### src/rtl/deserializer.sv
// Burst-aware serial-to-parallel converter: rebuilds left-aligned words from MSB-first serial bursts.
// Emits one registered word + length per burst; bursts shorter than MIN_LEN raise an error strobe instead.
module deserializer #(
  parameter int WIDTH   = 16,
  parameter int MOD_W   = $clog2(WIDTH),
  parameter int MIN_LEN = 3
) (
  input  logic             clk_i,
  input  logic             srst_i,
  input  logic             ser_data_i,
  input  logic             ser_data_val_i,
  output logic [WIDTH-1:0] deser_data_o,
  output logic [MOD_W-1:0] deser_data_mod_o,
  output logic             deser_data_val_o,
  output logic             deser_err_o,
  output logic             busy_o
);

  localparam int CNT_W = $clog2(WIDTH + 1);
  localparam logic [CNT_W-1:0] LAST_CNT = CNT_W'(WIDTH - 1);
  localparam logic [CNT_W-1:0] MIN_CNT  = CNT_W'(MIN_LEN);

  typedef enum logic {IDLE, COLLECT} state_t;

  state_t             state;
  logic [CNT_W-1:0]   cnt;
  logic [WIDTH-1:0]   sr;
  logic [WIDTH-1:0]   sr_ins;
  logic [MOD_W-1:0]   bit_idx;

  // Shift register with the current bit dropped into its slot, counted down from the MSB.
  always_comb begin
    // NOTE: assign every always_comb output a default first so no path leaves it unassigned (latch).
    sr_ins  = sr;
    bit_idx = MOD_W'(WIDTH - 1) - cnt[MOD_W-1:0];
    sr_ins[bit_idx] = ser_data_i;
  end

  // NOTE: sequential state uses non-blocking assignments so every register samples pre-edge values.
  always_ff @(posedge clk_i) begin
    if (srst_i) begin
      state            <= IDLE;
      cnt              <= '0;
      sr               <= '0;
      deser_data_o     <= '0;
      deser_data_mod_o <= '0;
      deser_data_val_o <= 1'b0;
      deser_err_o      <= 1'b0;
      busy_o           <= 1'b0;
    end else begin
      deser_data_val_o <= 1'b0;
      deser_err_o      <= 1'b0;
      case (state)
        IDLE: begin
          if (ser_data_val_i) begin
            sr     <= {ser_data_i, {(WIDTH-1){1'b0}}};
            cnt    <= CNT_W'(1);
            state  <= COLLECT;
            busy_o <= 1'b1;
          end
        end
        COLLECT: begin
          if (ser_data_val_i) begin
            if (cnt == LAST_CNT) begin
              // Full word: emit with the final bit included; a new burst may start next cycle.
              deser_data_o     <= sr_ins;
              deser_data_mod_o <= '0;
              deser_data_val_o <= 1'b1;
              sr               <= '0;
              cnt              <= '0;
              state            <= IDLE;
              busy_o           <= 1'b0;
            end else begin
              sr  <= sr_ins;
              cnt <= cnt + 1'b1;
            end
          end else begin
            if (cnt >= MIN_CNT) begin
              deser_data_o     <= sr;
              deser_data_mod_o <= cnt[MOD_W-1:0];
              deser_data_val_o <= 1'b1;
            end else begin
              deser_err_o <= 1'b1;
            end
            sr     <= '0;
            cnt    <= '0;
            state  <= IDLE;
            busy_o <= 1'b0;
          end
        end
        default: begin
          state  <= IDLE;
          cnt    <= '0;
          busy_o <= 1'b0;
        end
      endcase
    end
  end

endmodule

### config.mk
export PLATFORM = sky130hd
export DESIGN_NAME = deserializer
export DESIGN_NICKNAME = d
export VERILOG_FILES = /design/src/rtl/deserializer.sv
export SDC_FILE = /design/constraint.sdc
export NUM_CORES = 1
export LEC_CHECK = 0
export BUFFER_PORTS_ARGS = -buffer_cell sky130_fd_sc_hd__buf_4
export CORE_UTILIZATION = 50
export DETAILED_ROUTE_END_ITERATION = 10
export PLACE_DENSITY = 0.73
export SYNTH_ARGS = -nofsm -noshare
export SYNTH_HDL_FRONTEND = slang
export SYNTH_SLANG_ARGS = --single-unit
### constraint.sdc
create_clock -name clk_i -period 1.6 [get_ports clk_i]
set_input_delay 0.16 -clock clk_i [delete_from_list [all_inputs] [get_ports clk_i]]
set_output_delay 0.16 -clock clk_i [all_outputs]
set_load 0.005 [all_outputs]
# Word level (Yosys, flattened, before mapping)
# Index checks and enable logic that the tools add are counted.
# op_classes
mux	29
bitwise_logic	1
n_eq_ne	4
addsub	2
reduce_logical	6
magnitude_cmp	3
# op_table
cell	n
2-to-1 mux 16 bit	6
case mux 16 bit (2 select lines)	1
bitwise mux 16 bit	1
2-to-1 mux 5 bit	3
2-to-1 mux 4 bit	3
2-to-1 mux 1 bit	11
case mux 5 bit (2 select lines)	1
adder 5 x 1 -> 5 bit (second input constant)	1
equality test 5 x 4 -> 1 bit (second input constant)	1
>= comparator 5 x 2 -> 1 bit (second input constant)	1
< comparator 4 x 5 -> 1 bit (second input constant)	1
demux 1 bit (select 4 bit)	1
>= comparator 4 x 1 -> 1 bit (second input constant)	1
case mux 1 bit (2 select lines)	2
subtractor 4 bit (first input constant)	1
!= test 3 x 2 -> 1 bit (second input constant)	1
AND reduction 3 bit	1
OR reduction 3 bit	1
!= test 2 x 1 -> 1 bit (second input constant)	1
!= test 2 bit (second input constant)	1
AND reduction 2 bit	1
nonzero test 2 bit	1
OR reduction 2 bit	1
logical AND 1 bit	1
NOT 1 bit	1
# totals
reg_bits	45
word_cells	53
output_inout_bits	23

# Longest topological paths before layout
# Gate-level depths: netlist (run 1).
# depth
ltp_word	9
depth_mapped	7
depth_no_buf	5

# Worst setup path after synthesis (run 1)
# OpenSTA, ideal clock, no wires.
# synth_path
path_type	register -> register
start	reg cnt[1]
end	reg deser_data_mod_o[1]
stages_incl_launch_ff	8
required_time_ns	1.530
t_arrival_ns	1.699
synth_period_minus_slack_ns	1.769
n_path_buf	2
path_slack_ns	-0.169
path_cell_list	dfxtp_1 > ha_1 > buf_4 > nand4b_4 > a221oi_4 > buf_2 > nand3_1 > a21oi_1
# synth_via
elab_chain_cells	3
# synth_lines
item	line_no	rtl
from (decl)	26	logic [CNT_W-1:0] cnt;
from (signal assigned)	75	cnt <= cnt + 1'b1;
>= comparator 5 x 2 -> 1 bit / equality test 5 x 4 -> 1 bit (equally long branches)	78, 64	
nonzero test 2 bit (no line) / != test 2 x 1 -> 1 bit (equally long branches)	n/a	
AND reduction 3 bit (no line)	n/a	
to (signal assigned)	80	deser_data_mod_o <= cnt[MOD_W-1:0];
to (decl)	13	output logic [MOD_W-1:0] deser_data_mod_o,
# Parallel ways exist; a longest one is shown, timed or not. The select of a mux whose other input is x is not followed.
# A chain may end at the register's enable or synchronous reset.

# Worst setup path in the final report (run 1)
# layout_path
start	reg cnt[1]
end	reg deser_data_o[3]
# layout_via
elab_chain_cells	8
# layout_lines
item	line_no	rtl
subtractor 4 bit	35	bit_idx = MOD_W'(WIDTH - 1) - cnt[MOD_W-1:0];
< comparator 4 x 5 -> 1 bit (not written as such) / >= comparator 4 x 1 -> 1 bit (equally long branches)	36	sr_ins[bit_idx] = ser_data_i;
logical AND 1 bit (not written as such)	36	
2-to-1 mux 1 bit (not written as such)	36	
demux 1 bit (select 4 bit)	36	
bitwise mux 16 bit	36	
2-to-1 mux 16 bit	64	if (cnt == LAST_CNT) begin
2-to-1 mux 16 bit	63	if (ser_data_val_i) begin
to (signal assigned)	66	deser_data_o <= sr_ins;
to (signal assigned)	79	deser_data_o <= sr;
to (decl)	12	output logic [WIDTH-1:0] deser_data_o,
# Parallel ways exist; a longest one is shown, timed or not. The select of a mux whose other input is x is not followed.

==> impl_metrics.json, run 1 <==
{
  "status": "finished with violations",
  "violations": "setup timing",
  "hold_buffers": 0,
  "numCtsBuffers": 5,
  "routedWlPerCell_um": 16.0,
  "rr_startpoint": "cnt[1]",
  "hold_ws_ns": 0.203,
  "cp.arrival_ns": 1.91,
  "postSynthCellCount": 265,
  "rows": 24,
  "holdPathStages": 3,
  "vias": 2108,
  "async_flop_share": 0,
  "n_antenna_cell": 0,
  "postLayoutSetupSlackWorst_ns": -0.0914,
  "power_density_nw_per_um2": 674,
  "place_inst": 346,
  "slowest_delay_ns": 0.37,
  "leakage_uw": 0.00123,
  "syn-num-nets": 276,
  "pre_cts_slack_ns": -0.0244,
  "initial_core_util": 0.521,
  "io_pins": 27,
  "hpwl_um": 3520,
  "ff2ff_path_depth": 7,
  "ys_warn_count": 0,
  "cp_slowest_cell": "dfxtp_4",
  "drc": 0,
  "crit_chain": "ha_4, nand4b_4, a221oi_4, buf_6, clkbuf_16, nor2_1, a211oi_1",
  "whs_endpoint": "busy_o",
  "path_class": "register to register",
  "antenna_left": 0,
  "seqPwrFrac": 0.552,
  "die-height_um": 69.6,
  "required_ns": 1.81,
  "cp-end-kind": "register",
  "place.gp.congestion": 0.850,
  "drtIter0Drc": 144,
  "vdd_drop_max_uv": 466,
  "cts-root-buf": "clkbuf_8",
  "cts.sinks": 45,
  "maxCapViolations": 0,
  "cts.path.max_buffers": 2,
  "ys_seq_area_frac": 0.394,
  "die_x_um": 69.6,
  "antenna_found_initial": 0,
  "cts_tree": "built",
  "crit_fanout": 6,
  "period_share": 1.06,
  "slew_headroom": 0.765,
  "p_int_uw": 1520,
  "r2r_setup_slack_ns": -0.09,
  "synthDistinctLibCells": 35,
  "clk-insertion-delay-late_ns": 0.31,
  "ys.flop_type": "dfxtp_1",
  "htreeDepth": 2,
  "swShare": 0.261,
  "synth_edf_count": 0,
  "io_buffer_count": 26,
  "layout_common_cells": "buf_4, dfxtp_1, a21oi_1, nor2_1, nand3_1",
  "syn_area_um2": 2290,
  "hold_viol_final": 0,
  "finalSetupViolations": 18,
  "layout_min_cycle_time_ns": 1.69,
  "final_common_cell": "buf_4",
  "wl_um": 5840,
  "r2r-end": "deser_data_o[3]",
  "first_pass_iters": 4,
  "grt_pass1_wl_um": 8630,
  "drive_gt1_frac": 0.338,
  "grt.total_usage": 0.223,
  "comb_power_share": 0.100,
  "clkPwrFrac": 0.348,
  "synth_seq_cells": 45,
  "die_area_um2": 4850,
  "hp-start": "ser_data_val_i",
  "drt-vias-per-instance": 5.76,
  "nets": 324,
  "grt_pass1_vias": 1831,
  "tightest_slew_ns": 0.353,
  "clk_pin_slew_ns": 0.08,
  "grt.overflow.total": 0,
  "coreArea_um2": 4380,
  "area_growth_pct": 33.4,
  "timing.fmax_ghz": 0.591,
  "slew_viol_final": 0,
  "grt_max_degree": 32,
  "power_switching_uw": 537,
  "start_kind": "register",
  "syn_area_per_cell_um2": 8.63,
  "tns_ns": -0.562,
  "rsz0062_at_grt": "yes",
  "hp-class": "primary input to register",
  "finalClockSkew_ns": 0.00924,
  "fin_cells": 366
}
## cell usage after synthesis, types with 2 or more instances
library cell / count / share of area
dfxtp_1: 45 / 0.39
a21oi_1: 23 / 0.050
nor2_1: 22 / 0.036
nand3_1: 20 / 0.044
a211oi_1: 19 / 0.062
nand2_1: 17 / 0.028
nand2b_1: 17 / 0.047
mux2i_1: 16 / 0.070
clkbuf_1: 10 / 0.016
buf_2: 9 / 0.020
o32ai_1: 8 / 0.031
ha_1: 7 / 0.038
inv_1: 7 / 0.011
o21ai_0: 6 / 0.013
o2bb2ai_1: 6 / 0.023
and3_1: 4 / 0.011
buf_4: 4 / 0.013
nor3_1: 4 / 0.0088
nor2b_1: 3 / 0.0082
a22oi_1: 2 / 0.0066
buf_1: 2 / 0.0033
## power by group through the flow
stage	Clock (uW)	Combinational (uW)	Sequential (uW)
final	715	205	1140
after floorplan	0	114	1160
after detailed placement	0	187	1160
after CTS	729	188	1140
after global placement	0	185	1160
after global routing	779	224	1140
## sequential cells by signal, indices dropped and copies added (netlist names)
name	cells
deser_err_o	1
sr	16
deser_data_mod_o	4
deser_data_o	16
deser_data_val_o	1
cnt	5
state	1
busy_o	1
## worst max-delay path by stage
stage | from | end | slack (ns)
global route | cnt[1] | deser_data_o[3] | -0.12
floorplan | cnt[1] | deser_data_o[0] | 0.007
CTS | cnt[1] | deser_data_o[13] | 0.01
detailed placement | cnt[1] | deser_data_o[13] | -0.02
finish | cnt[1] | deser_data_o[3] | -0.09
global placement | cnt[1] | deser_data_o[0] | 0.06
## layout make-up
class / instances / area (um^2)
Sequential cell: 45 / 908
Clock inverter: 2 / 13.8
Timing Repair Buffer: 66 / 594
Inverter: 7 / 26.3
Tap cell: 52 / 65.1
Fill cell: 346 / 1340
Multi-Input combinational cell: 188 / 1370
Clock buffer: 6 / 72.6
## per-layer routing
layer,track usage,share of wire,vias up
li1,-,-,1038
met4,0.0867,0.019,0
met5,0,0,-
met2,0.368,0.48,50
met3,0.0451,0.041,12
met1,0.287,0.46,1008
## per-stage QoR
step           instance area [um^2]  power, uW  utilization
2_1_floorplan                  2330       1280            -
3_3_place_gp                   2670       1350        0.609
3_5_place_dp                   2670       1350        0.609
4_1_cts                        2760       2050        0.630
5_1_grt                        3050       2140        0.695
6_report                       3050       2060        0.695
## timing repair
action / 4_1_cts / 5_1_grt
cloned: 0 / 4
hold endpoints to repair: 0 / 0
setup endpoints to repair: 5 / 21
pin swaps: 0 / 17
gates resized for setup: 1 / 35
buffers inserted: 0 / 9
## critical path, delay by kind of cell (launching register included)
kind | cells | cell delay [ns]
AO/OA/AOI/OAI | 2 | 0.57
flip-flops | 1 | 0.37
buffers and inverters | 2 | 0.30
AND/OR/NAND/NOR | 2 | 0.17
adder cells (fa/ha/maj) | 1 | 0.18
## cells by family (layout without fill, tap and decap cells)
logic type / after synthesis / count (layout) / share of synthesized area
buffers and inverters: 32 / 81 / 0.0640
adder cells (fa/ha/maj): 7 / 7 / 0.0383
AO/OA/AOI/OAI: 68 / 68 / 0.210
AND/OR/NAND/NOR: 97 / 97 / 0.223
multiplexers: 16 / 16 / 0.0701
flip-flops: 45 / 45 / 0.394
Note: power is estimated with default switching activity, not from simulation.
==> run 2: changes to the inputs <==
--- a/config.mk
+++ b/config.mk
@@ -9,6 +9,7 @@
 export CORE_UTILIZATION = 50
 export DETAILED_ROUTE_END_ITERATION = 10
 export PLACE_DENSITY = 0.73
+export RECOVER_POWER = 50
 export SYNTH_ARGS = -nofsm -noshare
 export SYNTH_HDL_FRONTEND = slang
 export SYNTH_SLANG_ARGS = --single-unit
==> impl_metrics.json, run 2 (same netlist as run 1, synthesis figures left out) <==
{
  "antenna_left": 0,
  "rows": 24,
  "n_antenna_cell": 0,
  "antenna_found_initial": 0,
  "crit_chain": "ha_4, nand4b_4, a221oi_4, buf_6, clkbuf_16, nor2_1, a211oi_1",
  "area_growth_pct": 33.4,
  "period_share": 1.06,
  "hpwl_um": 3520,
  "maxCapViolations": 0,
  "rr_startpoint": "cnt[1]",
  "slew_viol_final": 0,
  "hp-start": "ser_data_val_i",
  "tightest_slew_ns": 0.352,
  "numCtsBuffers": 5,
  "timing.fmax_ghz": 0.587,
  "grt.overflow.total": 0,
  "required_ns": 1.81,
  "clk_pin_slew_ns": 0.08,
  "layout_common_cells": "dfxtp_1, buf_4, clkbuf_4, a21oi_1, nor2_1",
  "drt-vias-per-instance": 5.78,
  "start_kind": "register",
  "die_area_um2": 4850,
  "layout_min_cycle_time_ns": 1.70,
  "coreArea_um2": 4380,
  "status": "finished with violations",
  "violations": "setup timing",
  "postLayoutSetupSlackWorst_ns": -0.103,
  "drtIter0Drc": 153,
  "leakage_uw": 0.00122,
  "final_common_cell": "dfxtp_1",
  "cts.path.max_buffers": 2,
  "drive_gt1_frac": 0.338,
  "cts.sinks": 45,
  "r2r_setup_slack_ns": -0.10,
  "grt.total_usage": 0.223,
  "vdd_drop_max_uv": 466,
  "finalClockSkew_ns": 0.00854,
  "pre_cts_slack_ns": -0.0244,
  "initial_core_util": 0.521,
  "nets": 324,
  "finalSetupViolations": 18,
  "cp_slowest_cell": "dfxtp_4",
  "cts_tree": "built",
  "cp.arrival_ns": 1.91,
  "ff2ff_path_depth": 7,
  "path_class": "register to register",
  "htreeDepth": 2,
  "die_x_um": 69.6,
  "hp-class": "primary input to register",
  "die-height_um": 69.6,
  "drc": 0,
  "r2r-end": "deser_data_o[3]",
  "vias": 2117,
  "power_density_nw_per_um2": 673,
  "p_total_uw": 2050,
  "routedWlPerCell_um": 15.9,
  "io_pins": 27,
  "cts-root-buf": "clkbuf_8",
  "grt_max_degree": 32,
  "cp-end-kind": "register",
  "io_buffer_count": 26,
  "whs_endpoint": "busy_o",
  "crit_fanout": 6,
  "grt_pass1_vias": 1831,
  "first_pass_iters": 4,
  "rsz0062_at_grt": "yes",
  "slew_headroom": 0.765,
  "slowest_delay_ns": 0.37,
  "place.gp.congestion": 0.850,
  "reg.largest.list": "deser_data_o x16, sr x16, cnt x5",
  "clk-insertion-delay-late_ns": 0.31,
  "wl_um": 5810,
  "grt_pass1_wl_um": 8630,
  "holdPathStages": 3,
  "hold_buffers": 0,
  "hold_viol_final": 0
}
==> run 2: stage by stage <==
step,utilization,setup TNS [ns],cells,cell area (um^2),hold slack [ns]
after floorplan,-,0,265,2330,0.345
after global placement,0.609,0,346,2670,0.454
after detailed placement,0.609,-0.0285,346,2670,0.455
after CTS,0.630,0,354,2760,0.208
after global routing,0.695,-1.79,366,3050,0.221
final,0.695,-0.591,366,3050,0.203
==> run 2: worst max-delay path by stage <==
stage,end,depth (start not counted),start,slack [ns]
after floorplan,deser_data_o[0],7,cnt[1],0.007
final,deser_data_o[3],7,cnt[1],-0.10
after CTS,deser_data_o[13],6,cnt[1],0.01
after global placement,deser_data_o[0],6,cnt[1],0.06
after global routing,deser_data_o[3],7,cnt[1],-0.12
after detailed placement,deser_data_o[13],6,cnt[1],-0.02
==> run 2: critical path, delay by kind of cell (launching register included) <==
kind,cells,cell delay (ns)
AO/OA/AOI/OAI,2,0.58
adder cells (fa/ha/maj),1,0.18
buffers and inverters,2,0.30
flip-flops,1,0.37
AND/OR/NAND/NOR,2,0.17
==> run 2: cell type report <==
class	instances	area, um^2
multi-input cells	188	1370
clock inverters	2	13.8
repair buffers	66	594
well taps	52	65.1
flip-flops and latches	45	908
clock buffers	6	72.6
inverters	7	26.3
fillers	346	1340
==> run 2: routing by layer <==
layer  up-vias  GRT usage  share of wire
met5         -          0              0
met4         0     0.0867          0.019
met3        12     0.0451          0.046
met2        57      0.368           0.48
met1      1010      0.287           0.45
li1       1038          -              -
==> run 2: power breakdown <==
group          switching (uW)  total (uW)  leakage, uW  internal [uW]
sequential               8.24        1140     0.000365           1130
clock                     403         713    0.0000417            309
combinational             123         205     0.000811           81.7
==> run 2: timing repair <==
action / CTS / global route
pin swaps: 0 / 17
resized for setup: 1 / 35
cloned: 0 / 4
buffers inserted: 0 / 9
setup endpoints to repair: 5 / 21
